**config.mk**
```make
export PLATFORM = sky130hd
export DESIGN_NAME = inst_fetch_queue
export DESIGN_NICKNAME = d
export VERILOG_FILES = /design/src/rtl/inst_fetch_queue.sv
export SDC_FILE = /design/constraint.sdc
export NUM_CORES = 1
export LEC_CHECK = 0
export CORE_MARGIN = 2
export CORE_UTILIZATION = 43
export CTS_BUF_LIST = sky130_fd_sc_hd__clkbuf_8
export CTS_CLUSTER_SIZE = 16
export DETAILED_ROUTE_END_ITERATION = 6
export PLACE_DENSITY_LB_ADDON = 0.25
export RECOVER_POWER = 100
export SYNTH_ARGS = -nofsm -noshare
export SYNTH_HDL_FRONTEND = slang
export SYNTH_SLANG_ARGS = --single-unit
export TNS_END_PERCENT = 1
```
**constraint.sdc**
```tcl
create_clock -name clk -period 5.99 [get_ports clk]
set_clock_uncertainty 0.1 [all_clocks]
set_input_delay 0.8985 -clock clk [delete_from_list [all_inputs] [get_ports clk]]
set_output_delay 0.8985 -clock clk [all_outputs]
set_load 0.005 [all_outputs]
```
**src/rtl/inst_fetch_queue.sv**
```systemverilog
// Sequential instruction prefetcher: keeps up to MAX_OUT requests in flight on the
// req/addr_ok/data_ok bus and buffers {pc,inst} in a DEPTH-entry FIFO for decode.
module inst_fetch_queue #(
  parameter int          DEPTH    = 4,
  parameter int          MAX_OUT  = 2,
  parameter logic [31:0] RESET_PC = 32'hbfc00000
) (
  input  logic        clk,
  input  logic        reset,
  input  logic        redirect,
  input  logic [31:0] redirect_pc,
  output logic        inst_req,
  output logic [31:0] inst_addr,
  input  logic        inst_addr_ok,
  input  logic [31:0] inst_rdata,
  input  logic        inst_data_ok,
  output logic        valid_o,
  output logic [31:0] pc_o,
  output logic [31:0] inst_o,
  input  logic        ready_i,
  output logic        busy_o
);
  localparam int AW = $clog2(DEPTH);
  localparam int CW = AW + 1;
  localparam logic [CW-1:0] MAX_C   = CW'(MAX_OUT);
  localparam logic [CW:0]   DEPTH_C = (CW+1)'(DEPTH);

  typedef struct packed {
    logic [31:0] pc;
    logic [31:0] inst;
  } entry_t;

  entry_t          mem_q [DEPTH];
  logic [AW-1:0]   rd_ptr_q, wr_ptr_q;
  logic [CW-1:0]   count_q, count_d;
  logic [CW-1:0]   outst_q, outst_d;
  logic [CW-1:0]   disc_q, disc_d;
  logic [31:0]     fetch_pc_q, fetch_pc_d;
  logic [31:0]     resp_pc_q, resp_pc_d;
  logic            run_q;
  logic            accept, push, pop, empty;
  logic [CW:0]     credit_used;

  assign empty       = (count_q == '0);
  // Owed responses hold a FIFO slot, so a returning word always has room.
  assign credit_used = {1'b0, count_q} + {1'b0, outst_q};
  assign inst_req    = run_q && !redirect && (outst_q < MAX_C) && (credit_used < DEPTH_C);
  assign inst_addr   = fetch_pc_q;
  assign accept      = inst_req && inst_addr_ok;
  assign valid_o     = !empty && !redirect;
  assign pop         = valid_o && ready_i;
  assign push        = inst_data_ok && !redirect && (disc_q == '0);
  assign busy_o      = (disc_q != '0);
  assign pc_o        = empty ? '0 : mem_q[rd_ptr_q].pc;
  assign inst_o      = empty ? '0 : mem_q[rd_ptr_q].inst;

  always_comb begin
    fetch_pc_d = fetch_pc_q;
    resp_pc_d  = resp_pc_q;
    count_d    = count_q;
    outst_d    = outst_q;
    disc_d     = disc_q;
    if (redirect) begin
      fetch_pc_d = redirect_pc;
      resp_pc_d  = redirect_pc;
      count_d    = '0;
      outst_d    = outst_q - CW'(inst_data_ok);
      // Every response still owed belongs to the old stream; already-marked
      // discards are part of outstanding, so the total owed is the new discard.
      disc_d     = outst_q - CW'(inst_data_ok);
    end else begin
      if (accept) fetch_pc_d = fetch_pc_q + 32'd4;
      if (push)   resp_pc_d  = resp_pc_q + 32'd4;
      outst_d = outst_q + CW'(accept) - CW'(inst_data_ok);
      if (inst_data_ok && (disc_q != '0)) disc_d = disc_q - 1'b1;
      count_d = count_q + CW'(push) - CW'(pop);
    end
  end

  always_ff @(posedge clk or posedge reset) begin
    if (reset) begin
      fetch_pc_q <= RESET_PC;
      resp_pc_q  <= RESET_PC;
      count_q    <= '0;
      outst_q    <= '0;
      disc_q     <= '0;
      run_q      <= 1'b0;
      rd_ptr_q   <= '0;
      wr_ptr_q   <= '0;
    end else begin
      fetch_pc_q <= fetch_pc_d;
      resp_pc_q  <= resp_pc_d;
      count_q    <= count_d;
      outst_q    <= outst_d;
      disc_q     <= disc_d;
      run_q      <= 1'b1;
      if (redirect) begin
        rd_ptr_q <= '0;
        wr_ptr_q <= '0;
      end else begin
        if (push) wr_ptr_q <= wr_ptr_q + 1'b1;
        if (pop)  rd_ptr_q <= rd_ptr_q + 1'b1;
      end
    end
  end

  always_ff @(posedge clk) begin
    if (push) mem_q[wr_ptr_q] <= '{pc: resp_pc_q, inst: inst_rdata};
  end

  a_no_orphan_resp: assert property (@(posedge clk) disable iff (reset)
    inst_data_ok |-> (outst_q != '0));

endmodule

```
Word-level counts from Yosys, hierarchy flattened

Memory sizes are Yosys's and may differ from the RTL's.
Cells that the tools add are included.
Widths: inputs -> output; s select.

Mux-type cells: 16
Multipliers: 0
Shift operators: 0
Add/subtract/negate cells: 11
$lt $le $gt $ge: 2
Reduce and logical (&&, ||, !) cells: 18
Bitwise operators: 0
Equal/unequal tests: 0
Div/mod/pow operators: 0

Operators by type and width:

| kind                  | number |
|---|---|
| $mux 32               | 6 |
| $add 32x3->32 const B | 2 |
| $mux 3                | 4 |
| $logic_and 1x1->1     | 9 |
| $sub 3x1->3           | 3 |
| $mux 2                | 4 |
| $reduce_bool 2->1     | 4 |
| $add 3x1->3           | 2 |
| $logic_not 3->1       | 2 |
| $add 2x1->2 const B   | 2 |
| $add 3x3->4           | 1 |
| $lt 4x3->1 const B    | 1 |
| $lt 3x2->1 const B    | 1 |
| $reduce_bool 3->1     | 1 |
| $sub 3x1->3 const B   | 1 |
| $logic_not 1->1       | 2 |
| $mux 1                | 2 |

Memory bits (writable): 256
Logic and storage cells: 56
Memory bits (read-only): 0
Register bits: 78
Bits in latches: 0
Memories: 1

Memory list:

| name  | words | width | read ports | clocked after memory_dff | write ports | RTL line | text |
|---|---|---|---|---|---|---|---|
| mem_q | 4     | 64    | 1          | 0                        | 1           | 33       | `entry_t mem_q [DEPTH];` |

Logic depth before layout (Yosys ltp)

Gate-level depths: netlist (run 1).

Depth after elaboration: 8
Gate-level depth with buffers: 14
Depth with buffers taken out: 12

Worst setup path after synthesis (run 1)

Ideal clock, no wire load.

Kind: input -> register
Start point: input port redirect
End point: memory mem_q[0][0] (netlist bit), enable pin
Stages on the path: 4
Setup time: 0.429 ns
Setup slack: 2.386 ns
Buffers on the path: 2
Data arrival time: 3.075 ns
Cell sequence: clkbuf_1 > clkinv_1 > clkbuf_1 > and3_1

Word-level cells in the longest chain between the ends: 5

Ends and longest elaborated chain:

| what                            | RTL line | text |
|---|---|---|
| from (decl)                     | 10       | `input logic redirect,` |
| $logic_not 1->1                 | 52       | `assign push = inst_data_ok && !redirect && (disc_q == '0);` |
| $logic_and 1x1->1 (2 in series) | 52       |  |
| $mux 1                          | 108      | `if (push) mem_q[wr_ptr_q] <= '{pc: resp_pc_q, inst: inst_rdata};` |
| $mux 1 (not written as such)    | 108      |  |
| to (decl)                       | 33       |  |

Every way passes these cells.

Final worst setup path (run 1)

Start point: input port redirect
End point: memory mem_q[3][10] (netlist bit), enable pin

Same word-level chain as after synthesis.

==> run metrics, run 1 <==
status complete, but fails checks; failing checks max-capacitance violations, max-slew violations; P&R area growth vs syn 21.5%; max-slew violations 320; total power 5.88 mW; Multi-input gate area 0.00421 sq mm; ANT nets after route 0; # DRC 0; Syn Nets 991; gpl congestion 0.825; Max Freq 0.208 GHz; Period minus WS final 4.82 ns; H-tree depth 2; WL met3 2040 microns; Req. time, crit path 5.97 ns; top sig layer met4; top post-synthesis cells by count edfxtp_1 (256), and2_1 (71), mux4_2 (64), nand2_1 (64), dfrtp_1 (60); Rows 66; number of DRC markers in iteration 0 598; Post-synth EDFFs 256; gr ovfl total 0; crit path launch type input port; CTS tree built; routed wl met2 13,800 microns; Post-Route Setup TNS 0 ns; crit path DAT 4.80 ns; most used cell, CP clkbuf_1; post_cts resized 0; die area 0.0344 sq mm; synthesized area 0.0141 sq mm; # IOs 169; Post-synth top flop edfxtp_1; pwr/cell area 342 mW/mm^2; post-synthesis sequential area ratio 68.3%; antenna violations before repair 0; starting density of the core 43.6%; Hold Path Stages 2; TritonCTS Buffers 52; routed vias 8,416; worst reg2reg path startpoint disc_q[0]$_DFFE_PP0P_; Worst R2R Setup Slack 1.71 ns; drt wl/cell 19.0 microns; final setup violation count 0; # fillers 2,680; hpwl dp 18,300 microns; Mapped Cells 902; Final nets 1,178; Hold Vio Cnt, Final 0; Slew @ Worst Pin 3.45 ns; vias in the first global route 8,564; clk_lat worst skew 0.56 ns; WL met1 13,600 microns; Sink Count 334; WHS Endpoint inst_addr[27]$_DFFE_PP1N_; setup repair after global routing missed its margin no; Util after Layout 53.0%; worst-case clock buffer depth 3; critical path's slowest cell and3_1; Crit Path Category input port to register; area share of the largest cell type after synthesis 54.3%; largest cells by area after synthesis edfxtp_1 (54%), dfrtp_1 (11%), mux4_2 (10%); Hold WS 0.423 ns; Crit Reg-Reg Endpoint mem_q[3][10]$_DFFE_PP_; top-count cell post-synth edfxtp_1; Worst Hold Launch inst_addr[27]$_DFFE_PP1N_; overall routed net length 29,900 microns; number of setup buffers added after CTS 0; # hold bufs at CTS 0; syn avg cell area 15.7 sq um; static leakage 6.08 nW; dominant cell type by area after synthesis edfxtp_1; VDD IR-drop max 224 uV; Largest stage delay, worst path 2.61 ns; GRT Overall Usage 17.9%; CTS Root Cell clkbuf_8; setup ws final 1.17 ns; Post-synth ARST share 23.4%; Worst Setup End Kind register; global-route wire length before repair 47,100 microns; final period utilization 80.4%; drt pass-1 iters 4; IO Port Bufs 168; Yosys cell types 55; overall die height 185 microns; Max Fanout on Critical Path 82; Post-Place Setup Slack 2.08 ns; Slew headroom -130%; Synth Register Bits 334; largest net degree at the start of global routing 83; CP Cell Sequence clkbuf_1, buf_4, clkinv_1, clkbuf_1, and3_1; Register Area 0.00966 sq mm; Die Width 185 microns; layout cells sized above 1 13.2%; Max Cap Viol 6; worst path buffer plus inverter count 4; worst hold path type register to register; ANT cells 0; Top delay family on crit path simple AND/OR/NAND/NOR gates; cells on worst reg2reg path 4; vias per inst 5.35; register clock-pin slew on the reported worst setup and hold paths 0.06 ns; core footprint 0.0325 sq mm; count of warnings emitted by yosys 0
routing by layer:
| layer | vias to the layer above | track usage, % |
|---|---|---|
| met2 | 310 | 28.1 |
| met4 | 0 | 4.89 |
| li1 | 3840 | - |
| met3 | 42 | 3.64 |
| met1 | 4224 | 25.6 |
| met5 | - | 0 |
state kept, by name, indices dropped and copies added, names as in the netlist:
| name | cells |
|---|---|
| count_q | 3 |
| disc_q | 3 |
| inst_addr | 32 |
| mem_q | 256 |
| outst_q | 3 |
| rd_ptr_q | 2 |
| resp_pc_q | 32 |
| run_q | 1 |
| wr_ptr_q | 2 |
through the flow:
step / std cells / cell area (sq um)
floorplan: 902 / 14100
global placement: 1477 / 16300
detailed placement: 1477 / 16300
CTS: 1574 / 17200
global route: 1574 / 17200
finish: 1574 / 17200
cells by family (layout without fill, tap and decap cells):
group | Yosys count | in the layout | synth area share, %
AND/OR/NAND/NOR | 271 | 271 | 10.7
AO/OA/AOI/OAI | 100 | 100 | 4.27
other | 1 | 1 | 0.0265
flip-flops | 334 | 334 | 68.3
XOR/XNOR | 40 | 40 | 2.48
multiplexers | 69 | 69 | 10.6
buffers and inverters | 68 | 298 | 1.92
adder cells (fa/ha/maj) | 19 | 19 | 1.79
report_power, final:
| group | switching (mW) | total (mW) | internal, mW |
|---|---|---|---|
| clock | 0.850 | 1.71 | 0.859 |
| combinational | 0.538 | 1.32 | 0.779 |
| sequential | 0.217 | 2.86 | 2.64 |
| total | 1.61 | 5.88 | 4.28 |
worst max path at each step:
stage | to | slack, ns | cells past startpoint | from
global placement | outst_q[1]$_DFF_PP0_ | 2.13 | 9 | inst_addr_ok
CTS | inst_o[7] | 1.66 | 4 | rd_ptr_q[0]$_DFFE_PP0P_
finish | mem_q[3][10]$_DFFE_PP_ | 1.17 | 5 | redirect
floorplan | mem_q[0][0]$_DFFE_PP_ | 2.39 | 4 | redirect
detailed placement | outst_q[2]$_DFF_PP0_ | 2.08 | 10 | redirect
global route | mem_q[0][7]$_DFFE_PP_ | 0.79 | 5 | redirect
final cells by class:
type	instances	area share (%)
Clock buffer	56	4.48
Tap cell	442	3.22
Sequential cell	334	56.2
Multi-Input combinational cell	500	24.5
Inverter	25	0.553
Clock inverter	41	0.968
Timing Repair Buffer	176	10.1
layout by cell type (no fill, tap or decap), types with 17 or more instances in the layout:
cell type | netlist | final
ha_1 | 17 | 17
mux4_2 | 64 | 64
nand2_1 | 64 | 64
clkdlybuf4s50_1 | 0 | 44
dfrtp_1 | 60 | 58
edfxtp_1 | 256 | 256
nand3_1 | 32 | 32
dlygate4sd3_1 | 0 | 123
nand4_1 | 24 | 24
inv_1 | 23 | 48
nor2_1 | 28 | 28
o21ai_0 | 50 | 51
clkbuf_8 | 0 | 56
and2_1 | 71 | 70
xor2_1 | 25 | 25
worst reg2reg max path, cell delays in order, from the launching register on:
cell and delay [ns]:
dfrtp_1 0.39, inv_1 0.09, ha_1 0.19, and3b_1 0.39, and3_1 2.56
(Power assumes the default switching activity.)
==> run 2: changes to the inputs <==
Clock period 5.99 ns to 4.4 ns, I/O delays scaled along.
==> run 2 against run 1 <==
Compared with the run above: the flow still finishes with violations (max-capacitance violations, max-slew violations); first-iteration DRC count shrank 8.0%; critical endpoint is now mem_q[2][14]$_DFFE_PP_; sequential power grew 34%; setup slack lost 0.54 ns; highest routed layer unchanged.
==> run metrics, run 2 (synthesized netlist as in run 1, its figures left out) <==
commonest cells after routing, fill and taps aside edfxtp_1 (256), dlygate4sd3_1 (116), mux4_2 (64), nand2_1 (64), and2_1 (62); # fillers 2,663; Finished Layout Cells 1,590; P_sw 2.25 mW; gpl congestion 0.827; CTS tree built; number of setup buffers added after CTS 0; post-route cell area 0.0175 sq mm; Period minus WS final 3.77 ns; Hold Vio Cnt, Final 0; failing checks max-capacitance violations, max-slew violations; setup repair after global routing missed its margin no; status complete, but fails checks; Switching Fraction 26.2%; Worst Setup End Kind register; Hold WS 0.415 ns; Area after DPL 0.0164 sq mm; H-tree depth 2; Max Fanout on Critical Path 47; Comb power frac 21.9%; P&R area growth vs syn 24.0%; Slew @ Worst Pin 1.95 ns; Clock Power Share 33.4%; Flop pwr share 44.8%; pwr/cell area 488 mW/mm^2; GRT Overall Usage 18.2%; antenna violations before repair 0; Sink Count 334; # DRC 0; Die Width 185 microns; IO Port Bufs 168; core footprint 0.0325 sq mm; Multi-input gate area 0.00422 sq mm; layout cells sized above 1 15.6%; worst hold path type register to register; Post-Place Setup Slack 1.20 ns; Slew headroom -29.8%; hpwl dp 19,500 microns; final setup violation count 0; drt pass-1 iters 6; vias in the first global route 8,590; overall die height 185 microns; commonest non-fill, non-tap cell in the layout edfxtp_1; VDD IR-drop max 192 uV; setup ws final 0.634 ns; ANT nets after route 0; CTS Root Cell clkbuf_8; static leakage 6.18 nW; Largest Register mem_q; Crit Path Category input port to register; TritonCTS Buffers 55; Rows 66; register clock-pin slew on the reported worst setup and hold paths 0.06 ns; # IOs 169; dpl cells 1,487; clk_lat worst skew 0.57 ns; Final nets 1,191; Register Area 0.00967 sq mm; Internal 6.33 mW; crit path launch type input port; Util after Layout 54.1%; number of DRC markers in iteration 0 550; vias per inst 5.30; die area 0.0344 sq mm; starting density of the core 43.6%; worst-case clock buffer depth 3; global-route wire length before repair 47,800 microns; crit path DAT 3.88 ns; Max Freq 0.266 GHz; Req. time, crit path 4.51 ns; Max Cap Viol 6; largest net degree at the start of global routing 65; ANT cells 0; drt wl/cell 19.1 microns; max-slew violations 231; max reg flops 256; overall routed net length 30,400 microns; # hold bufs at CTS 0; gr ovfl total 0; Post-Route Setup TNS 0 ns; routed vias 8,428; post_cts resized 0; final period utilization 85.6%; total power 8.57 mW
run 2: cell types whose count changed in the layout (fill, tap and decap cells not counted), moves of 3 or more:
cell	delta
clkbuf_1	+4
clkinv_2	+8
clkbuf_2	+3
and2_1	-8
dlygate4sd3_1	-7
buf_12	+4
and2_0	+8
clkdlybuf4s50_1	+7
inv_1	-13
bufinv_16	+7
run 2: power by group through the flow:
stage	clock network [mW]	registers (mW)	logic [mW]
2_1_floorplan	0	3.77	1.15
3_3_place_gp	0	3.90	2.02
3_5_place_dp	0	3.91	2.04
4_1_cts	2.94	3.85	2.05
5_1_grt	3.08	3.88	2.09
6_report	2.86	3.84	1.88
run 2: worst max-delay path, cell delays in order:
cell,delay (ns)
clkbuf_1,0.12
buf_4,0.30
clkinv_1,0.10
clkbuf_1,0.64
and3_1,1.40
clkbuf_2,0.61
run 2: cell type report:
type / instances / share of cell area [%]
multi-input combinational: 500 / 24.0
sequential: 334 / 55.1
tap: 442 / 3.15
clock inverter: 45 / 2.19
clock buffer: 58 / 4.55
inverter: 25 / 0.542
timing repair buffer: 186 / 10.5
run 2: worst paths after layout:
check                                               from                        end  slack, ns  cells after the start
worst max-delay path                            redirect     mem_q[2][14]$_DFFE_PP_       0.63                      6
min in group asynchronous                          reset   inst_addr[2]$_DFFE_PP0N_       0.76                      2
max in group asynchronous                          reset  resp_pc_q[30]$_DFFE_PP0N_       1.49                      3
worst max register to register      count_q[2]$_DFF_PP0_  inst_addr[13]$_DFFE_PP0N_       0.69                      8
worst min register to register  inst_addr[0]$_DFFE_PP0P_   inst_addr[0]$_DFFE_PP0P_       0.42                      2
worst min-delay path            inst_addr[0]$_DFFE_PP0P_   inst_addr[0]$_DFFE_PP0P_       0.42                      2
run 2: layer usage:
| metal | track usage, % | up-vias | part of all wire (%) |
|---|---|---|---|
| met3 | 3.28 | 52 | 6.5 |
| met2 | 28.9 | 301 | 47 |
| li1 | - | 3875 | - |
| met1 | 25.8 | 4200 | 45 |
| met4 | 5.40 | 0 | 2.1 |
| met5 | 0 | - | 0 |
